===== src/rtl/uart_tx_cfg.sv =====
// Configurable UART transmitter: frame shifter plus a one-entry holding buffer.
// Frames are start, DATA_BITS LSB-first, optional parity, STOP_BITS stop bits.
module uart_tx_cfg #(
    parameter int unsigned CLKS_PER_BIT = 87,
    parameter int unsigned DATA_BITS    = 8,
    parameter int unsigned PARITY_EN    = 0,
    parameter int unsigned PARITY_ODD   = 0,
    parameter int unsigned STOP_BITS    = 1
) (
    input  logic                 clkTx,
    input  logic                 reset,
    input  logic [DATA_BITS-1:0] dataInput,
    input  logic                 txValid,
    output logic                 txReady,
    output logic                 serialOut,
    output logic                 busy,
    output logic                 txDone
);

    if (CLKS_PER_BIT < 2) begin : g_bad_clks
        $error("uart_tx_cfg: CLKS_PER_BIT must be >= 2");
    end
    if (DATA_BITS < 5 || DATA_BITS > 9) begin : g_bad_data
        $error("uart_tx_cfg: DATA_BITS must be 5..9");
    end
    if (PARITY_EN > 1 || PARITY_ODD > 1) begin : g_bad_parity
        $error("uart_tx_cfg: PARITY_EN and PARITY_ODD must be 0 or 1");
    end
    if (STOP_BITS < 1 || STOP_BITS > 2) begin : g_bad_stop
        $error("uart_tx_cfg: STOP_BITS must be 1 or 2");
    end

    localparam int unsigned      CW        = $clog2(CLKS_PER_BIT);
    localparam logic [CW-1:0]    CNT_LAST  = CW'(CLKS_PER_BIT - 1);
    localparam logic [3:0]       DATA_LAST = 4'(DATA_BITS - 1);
    localparam logic [3:0]       STOP_LAST = 4'(STOP_BITS - 1);

    typedef enum logic [2:0] {
        IDLE,
        START,
        DATA,
        PARITY,
        STOP
    } state_t;

    state_t                 state_q, state_d;
    logic [CW-1:0]          cnt_q, cnt_d;
    logic [3:0]             idx_q, idx_d;
    logic [DATA_BITS-1:0]   shift_q, shift_d;
    logic                   par_q, par_d;
    logic [DATA_BITS-1:0]   buf_q, buf_d;
    logic                   full_q, full_d;
    logic                   ser_q, ser_d;
    logic                   done_q, done_d;
    logic                   ready_q;

    logic                   accept;
    logic                   bit_end;
    logic                   frame_end;

    assign accept    = txValid && ready_q;
    assign bit_end   = (cnt_q == CNT_LAST);
    assign frame_end = (state_q == STOP) && bit_end && (idx_q == STOP_LAST);

    always_comb begin
        state_d = state_q;
        cnt_d   = bit_end ? '0 : cnt_q + 1'b1;
        idx_d   = idx_q;
        shift_d = shift_q;
        par_d   = par_q;
        buf_d   = buf_q;
        full_d  = full_q;
        ser_d   = ser_q;
        done_d  = 1'b0;

        case (state_q)
            IDLE: begin
                cnt_d = '0;
                ser_d = 1'b1;
            end
            START: begin
                if (bit_end) begin
                    state_d = DATA;
                    ser_d   = shift_q[0];
                    shift_d = shift_q >> 1;
                    idx_d   = '0;
                end
            end
            DATA: begin
                if (bit_end) begin
                    if (idx_q == DATA_LAST) begin
                        if (PARITY_EN != 0) begin
                            state_d = PARITY;
                            ser_d   = par_q;
                        end else begin
                            state_d = STOP;
                            ser_d   = 1'b1;
                            idx_d   = '0;
                        end
                    end else begin
                        ser_d   = shift_q[0];
                        shift_d = shift_q >> 1;
                        idx_d   = idx_q + 1'b1;
                    end
                end
            end
            PARITY: begin
                if (bit_end) begin
                    state_d = STOP;
                    ser_d   = 1'b1;
                    idx_d   = '0;
                end
            end
            STOP: begin
                if (bit_end) begin
                    if (idx_q == STOP_LAST) begin
                        done_d  = 1'b1;
                        state_d = IDLE;
                        ser_d   = 1'b1;
                    end else begin
                        idx_d = idx_q + 1'b1;
                    end
                end
            end
            default: begin
                state_d = IDLE;
                ser_d   = 1'b1;
            end
        endcase

        // A queued word takes priority at frame end; txReady is low then, so no accept can collide.
        if (frame_end && full_q) begin
            state_d = START;
            ser_d   = 1'b0;
            cnt_d   = '0;
            idx_d   = '0;
            shift_d = buf_q;
            par_d   = (^buf_q) ^ (PARITY_ODD != 0);
            full_d  = 1'b0;
        end else if (accept && (state_q == IDLE || frame_end)) begin
            state_d = START;
            ser_d   = 1'b0;
            cnt_d   = '0;
            idx_d   = '0;
            shift_d = dataInput;
            par_d   = (^dataInput) ^ (PARITY_ODD != 0);
        end else if (accept) begin
            buf_d  = dataInput;
            full_d = 1'b1;
        end
    end

    always_ff @(posedge clkTx or negedge reset) begin
        if (!reset) begin
            state_q <= IDLE;
            cnt_q   <= '0;
            idx_q   <= '0;
            shift_q <= '0;
            par_q   <= 1'b0;
            buf_q   <= '0;
            full_q  <= 1'b0;
            ser_q   <= 1'b1;
            done_q  <= 1'b0;
            ready_q <= 1'b0;
        end else begin
            state_q <= state_d;
            cnt_q   <= cnt_d;
            idx_q   <= idx_d;
            shift_q <= shift_d;
            par_q   <= par_d;
            buf_q   <= buf_d;
            full_q  <= full_d;
            ser_q   <= ser_d;
            done_q  <= done_d;
            ready_q <= !full_d;
        end
    end

    assign txReady   = ready_q;
    assign serialOut = ser_q;
    assign busy      = (state_q != IDLE);
    assign txDone    = done_q;

endmodule


===== config.mk =====
export PLATFORM = sky130hd
export DESIGN_NAME = uart_tx_cfg
export DESIGN_NICKNAME = d
export VERILOG_FILES = /design/src/rtl/uart_tx_cfg.sv
export SDC_FILE = /design/constraint.sdc
export NUM_CORES = 1
export LEC_CHECK = 0
export ABC_AREA = 1
export BUFFER_PORTS_ARGS = -buffer_cell sky130_fd_sc_hd__buf_2
export CAP_MARGIN = 20
export CORE_ASPECT_RATIO = 1.25
export CORE_MARGIN = 2
export CORE_UTILIZATION = 45
export DETAILED_ROUTE_END_ITERATION = 12
export SLEW_MARGIN = 20
export SYNTH_ARGS = -nofsm -noshare
export SYNTH_HDL_FRONTEND = slang
export SYNTH_SLANG_ARGS = --single-unit

===== constraint.sdc =====
create_clock -name clkTx -period 1.9 [get_ports clkTx]
set_input_delay 0.285 -clock clkTx [delete_from_list [all_inputs] [get_ports clkTx]]
set_output_delay 0.285 -clock clkTx [all_outputs]
set_load 0.02 [all_outputs]

==> impl_results.md <==
- Status: completed
- Core Region: 4100 µm²
- FP Rows: 26
- Post-DRT Antenna Nets: 0
- Crit path DAT: between 1 and 1.5 ns
- Area grow syn2layout: 12.5%
- Post-DR wirelength/cell: 12.3 µm
- Pre-Repair DR Iteration Count: 4
- CTS sink count: 34
- Share of synthesized registers carrying an async set or reset: 100%
- Leading area contributor after synthesis: dfrtp_1
- Tot Pwr: 3.33 mW
- Die height: roughly 77 µm
- Crit end category: primary output
- Die area: 4790 µm²
- Final hold vios: 0
- RR Startpoint: cnt_q[0]$_DFF_PN0_
- Leakage: approximately 1.2 nW
- H-tree depth: 2
- Routed via count: approximately 1.6k
- Synthesized instance count: 248
- Proportion of layout cells with a drive suffix above 1: 14.4%
- Final slew viol count: 0
- Placement Cell Area: 2060 µm²
- Nets: 286
- Simple-gate share of the synthesized area: 38.2%
- Synth top area share: between 40% and 50%
- Initial antenna violation count: 0
- Peak VDD IR: 0.000718 V
- Clock Latency Late Sink: 0.28 ns
- CTS max path bufs: 2
- Main combinational cell family by area after synthesis: simple AND/OR/NAND/NOR gates
- Worst Skew: approximately 0.0057 ns
- Largest net degree at the start of global routing: 35
- Boundary Pins: 15
- Part of the Yosys area used for sequential elements: between 40% and 50%
- Setup Viol. Count Final: 0
- DRC: 0
- Net Count, Synth: 263
- Final Cycle Share: 91.4%
- Post-Synth XOR/XNOR Area: under 10%
- Worst path required time: 1.62 ns
- Worst-Margin Slew: between 0.7 and 0.8 ns
- Post-synthesis mux area share: 0%
- Library cells used by synthesis: 29
- Initial Utilization: 46.6%
- CTS buffer count: 5
- Avg Cell Area, Syn: 7.71 µm²
- Synth Area in Adders: around 2.6%
- FF-to-FF End: shift_q[7]$_DFFE_PN0P_
- Total gr overflow: 0
- Max Fclk: 0.576 GHz
- Pwr dens: approximately 1500 nW/µm²
- Ys Warns: 0
- Predominant post-synthesis flop cell: dfrtp_1
- Overall Global Routing Usage: 19.3%
- Via density: 4.95
- 1st-iter DRT viols: 67
- Critical path launch point type: flop
- Synthesized area: about 1900 µm²
- Slew headroom: 47.8%
- First-pass GRT wire length: 7310 µm
- Worst reg2reg path depth: 11
- Antenna Cells: 0
- Clock transition at path regs: 0.07 ns
- Compound-Gate Fraction of Synth Area: 6.94%
- I/O Buffers: 14
- CTS tree: yes
- Unrepaired setup endpoints after global routing: no
- Maxcap violations: 0
- CP Class: flop to primary output
- Post-synth EDFFs: 0
- DP Wirelength: between 2000 and 3000 µm
- Setup Total Neg Slack: 0 ns
- Synth top area cells: dfrtp_1 (43%), nand2_1 (16%), nand3_1 (8.4%)
- Min Tclk post-route: around 1.7 ns
- Root Buffer: clkbuf_8
- Hold crit path type: primary input to async pin
- R2R Setup Slk: 0.17 ns
- Total length of routed wires: 4030 µm
- Synth Register Bits: 34
- Finished Cell Area: 2150 µm²
- Die Wd: roughly 62 µm
- GPL Wtd Cong: 0.797
- Number of global-route vias before repair: 1646
- Highest fanout seen on the critical path: 5
==> per-layer routing <==
layer  GRT usage [%]  part of all wire, %  vias to the layer above
met2            31.7                   49                       32
met1            24.4                   45                      735
met5               0                    0                        -
li1                -                    -                      842
met3            3.81                  3.9                       11
met4            9.11                  2.5                        0
==> state kept, by name, indices dropped and copies added (netlist names) <==
name / flops
serialOut: 1
txReady: 1
state_q: 3
full_q: 1
idx_q: 4
shift_q: 8
buf_q: 8
cnt_q: 7
txDone: 1
==> power by group <==
part | internal, mW | switching (mW) | leakage, nW
Combinational | 0.573 | 1.06 | 0.680
Sequential | 0.996 | 0.205 | 0.441
Clock | 0.252 | 0.249 | 0.0383
==> layout make-up <==
class	count	area [µm²]
tap	56	70.1
clock buffer	7	76.3
sequential	34	852
timing repair buffer	20	115
multi-input combinational	189	958
inverter	21	78.8
fill	439	1950
==> cell usage after synthesis, types with 2 or more instances <==
cell     number
nand4_1       3
a21oi_1      11
nand3_1      32
nor2_2        2
nand2_1      79
inv_1        19
buf_6         2
xor2_1        3
dfrtp_1      33
nand2_4       3
nor2_4        2
ha_1          4
nor2_1       27
o21ai_0      13
==> layout by cell type (no fill, tap or decap) <==
master,synthesis,layout
nand2_4,3,2
nand2_8,1,2
o21ai_1,1,1
o21ai_0,13,13
nor2_8,1,1
buf_4,1,6
nand2_2,1,1
clkbuf_1,1,2
nand3b_1,1,1
xnor2_1,1,1
o211ai_1,1,1
nand3_1,32,32
nand3_4,1,1
clkbuf_8,0,5
ha_1,4,4
inv_2,1,1
nor3_1,1,1
nor2_1,27,26
dfstp_2,1,1
a21oi_1,11,11
clkinv_1,1,1
nand2_1,79,79
nand4_1,3,3
nor2_2,2,3
dfrtp_1,33,33
nor2_4,2,2
xor2_1,3,3
nor3b_1,1,1
inv_1,19,19
buf_2,0,14
==> worst max-delay path by stage <==
stage,slack (ns),to,depth (start not counted),startpoint
final,0.16,busy,4,state_q[1]$_DFFE_PN0P_
after global routing,0.01,shift_q[6]$_DFFE_PN0P_,11,cnt_q[0]$_DFF_PN0_
after CTS,0.07,shift_q[7]$_DFFE_PN0P_,11,cnt_q[0]$_DFF_PN0_
after detailed placement,0.09,shift_q[7]$_DFFE_PN0P_,11,cnt_q[0]$_DFF_PN0_
after global placement,0.12,shift_q[7]$_DFFE_PN0P_,11,cnt_q[0]$_DFF_PN0_
after floorplan,0.29,shift_q[0]$_DFFE_PN0P_,12,cnt_q[0]$_DFF_PN0_
==> timing repair <==
action / CTS / global route
gates resized for setup: 0 / 2
hold buffers: 0 / 0
buffers inserted: 0 / 0
setup endpoints to repair: 0 / 11
==> critical path, stage by stage (launching register included) <==
cell     delay (ns)
dfrtp_1        0.44
nor2_4         0.19
nand2_1        0.19
buf_4          0.19
buf_2          0.15
==> kinds of logic (layout without fill, tap and decap cells) <==
group,after synthesis,after routing
simple gates,155,155
flops,34,34
compound gates,26,26
buf+inv,25,48
fa+ha+maj,4,4
xor+xnor,4,4
==> stage by stage <==
step / util (%) / std cells / hold slack (ns) / worst slack [ns]
after global routing: 52.5 / 327 / 0.164 / 0.0122
final: 52.5 / 327 / 0.0807 / 0.164
after CTS: 52.2 / 327 / 0.116 / 0.0744
after global placement: 50.3 / 320 / 0.415 / 0.115
after detailed placement: 50.3 / 320 / 0.421 / 0.0911
after floorplan: - / 248 / -0.0106 / 0.289
(Power assumes the default switching activity.)
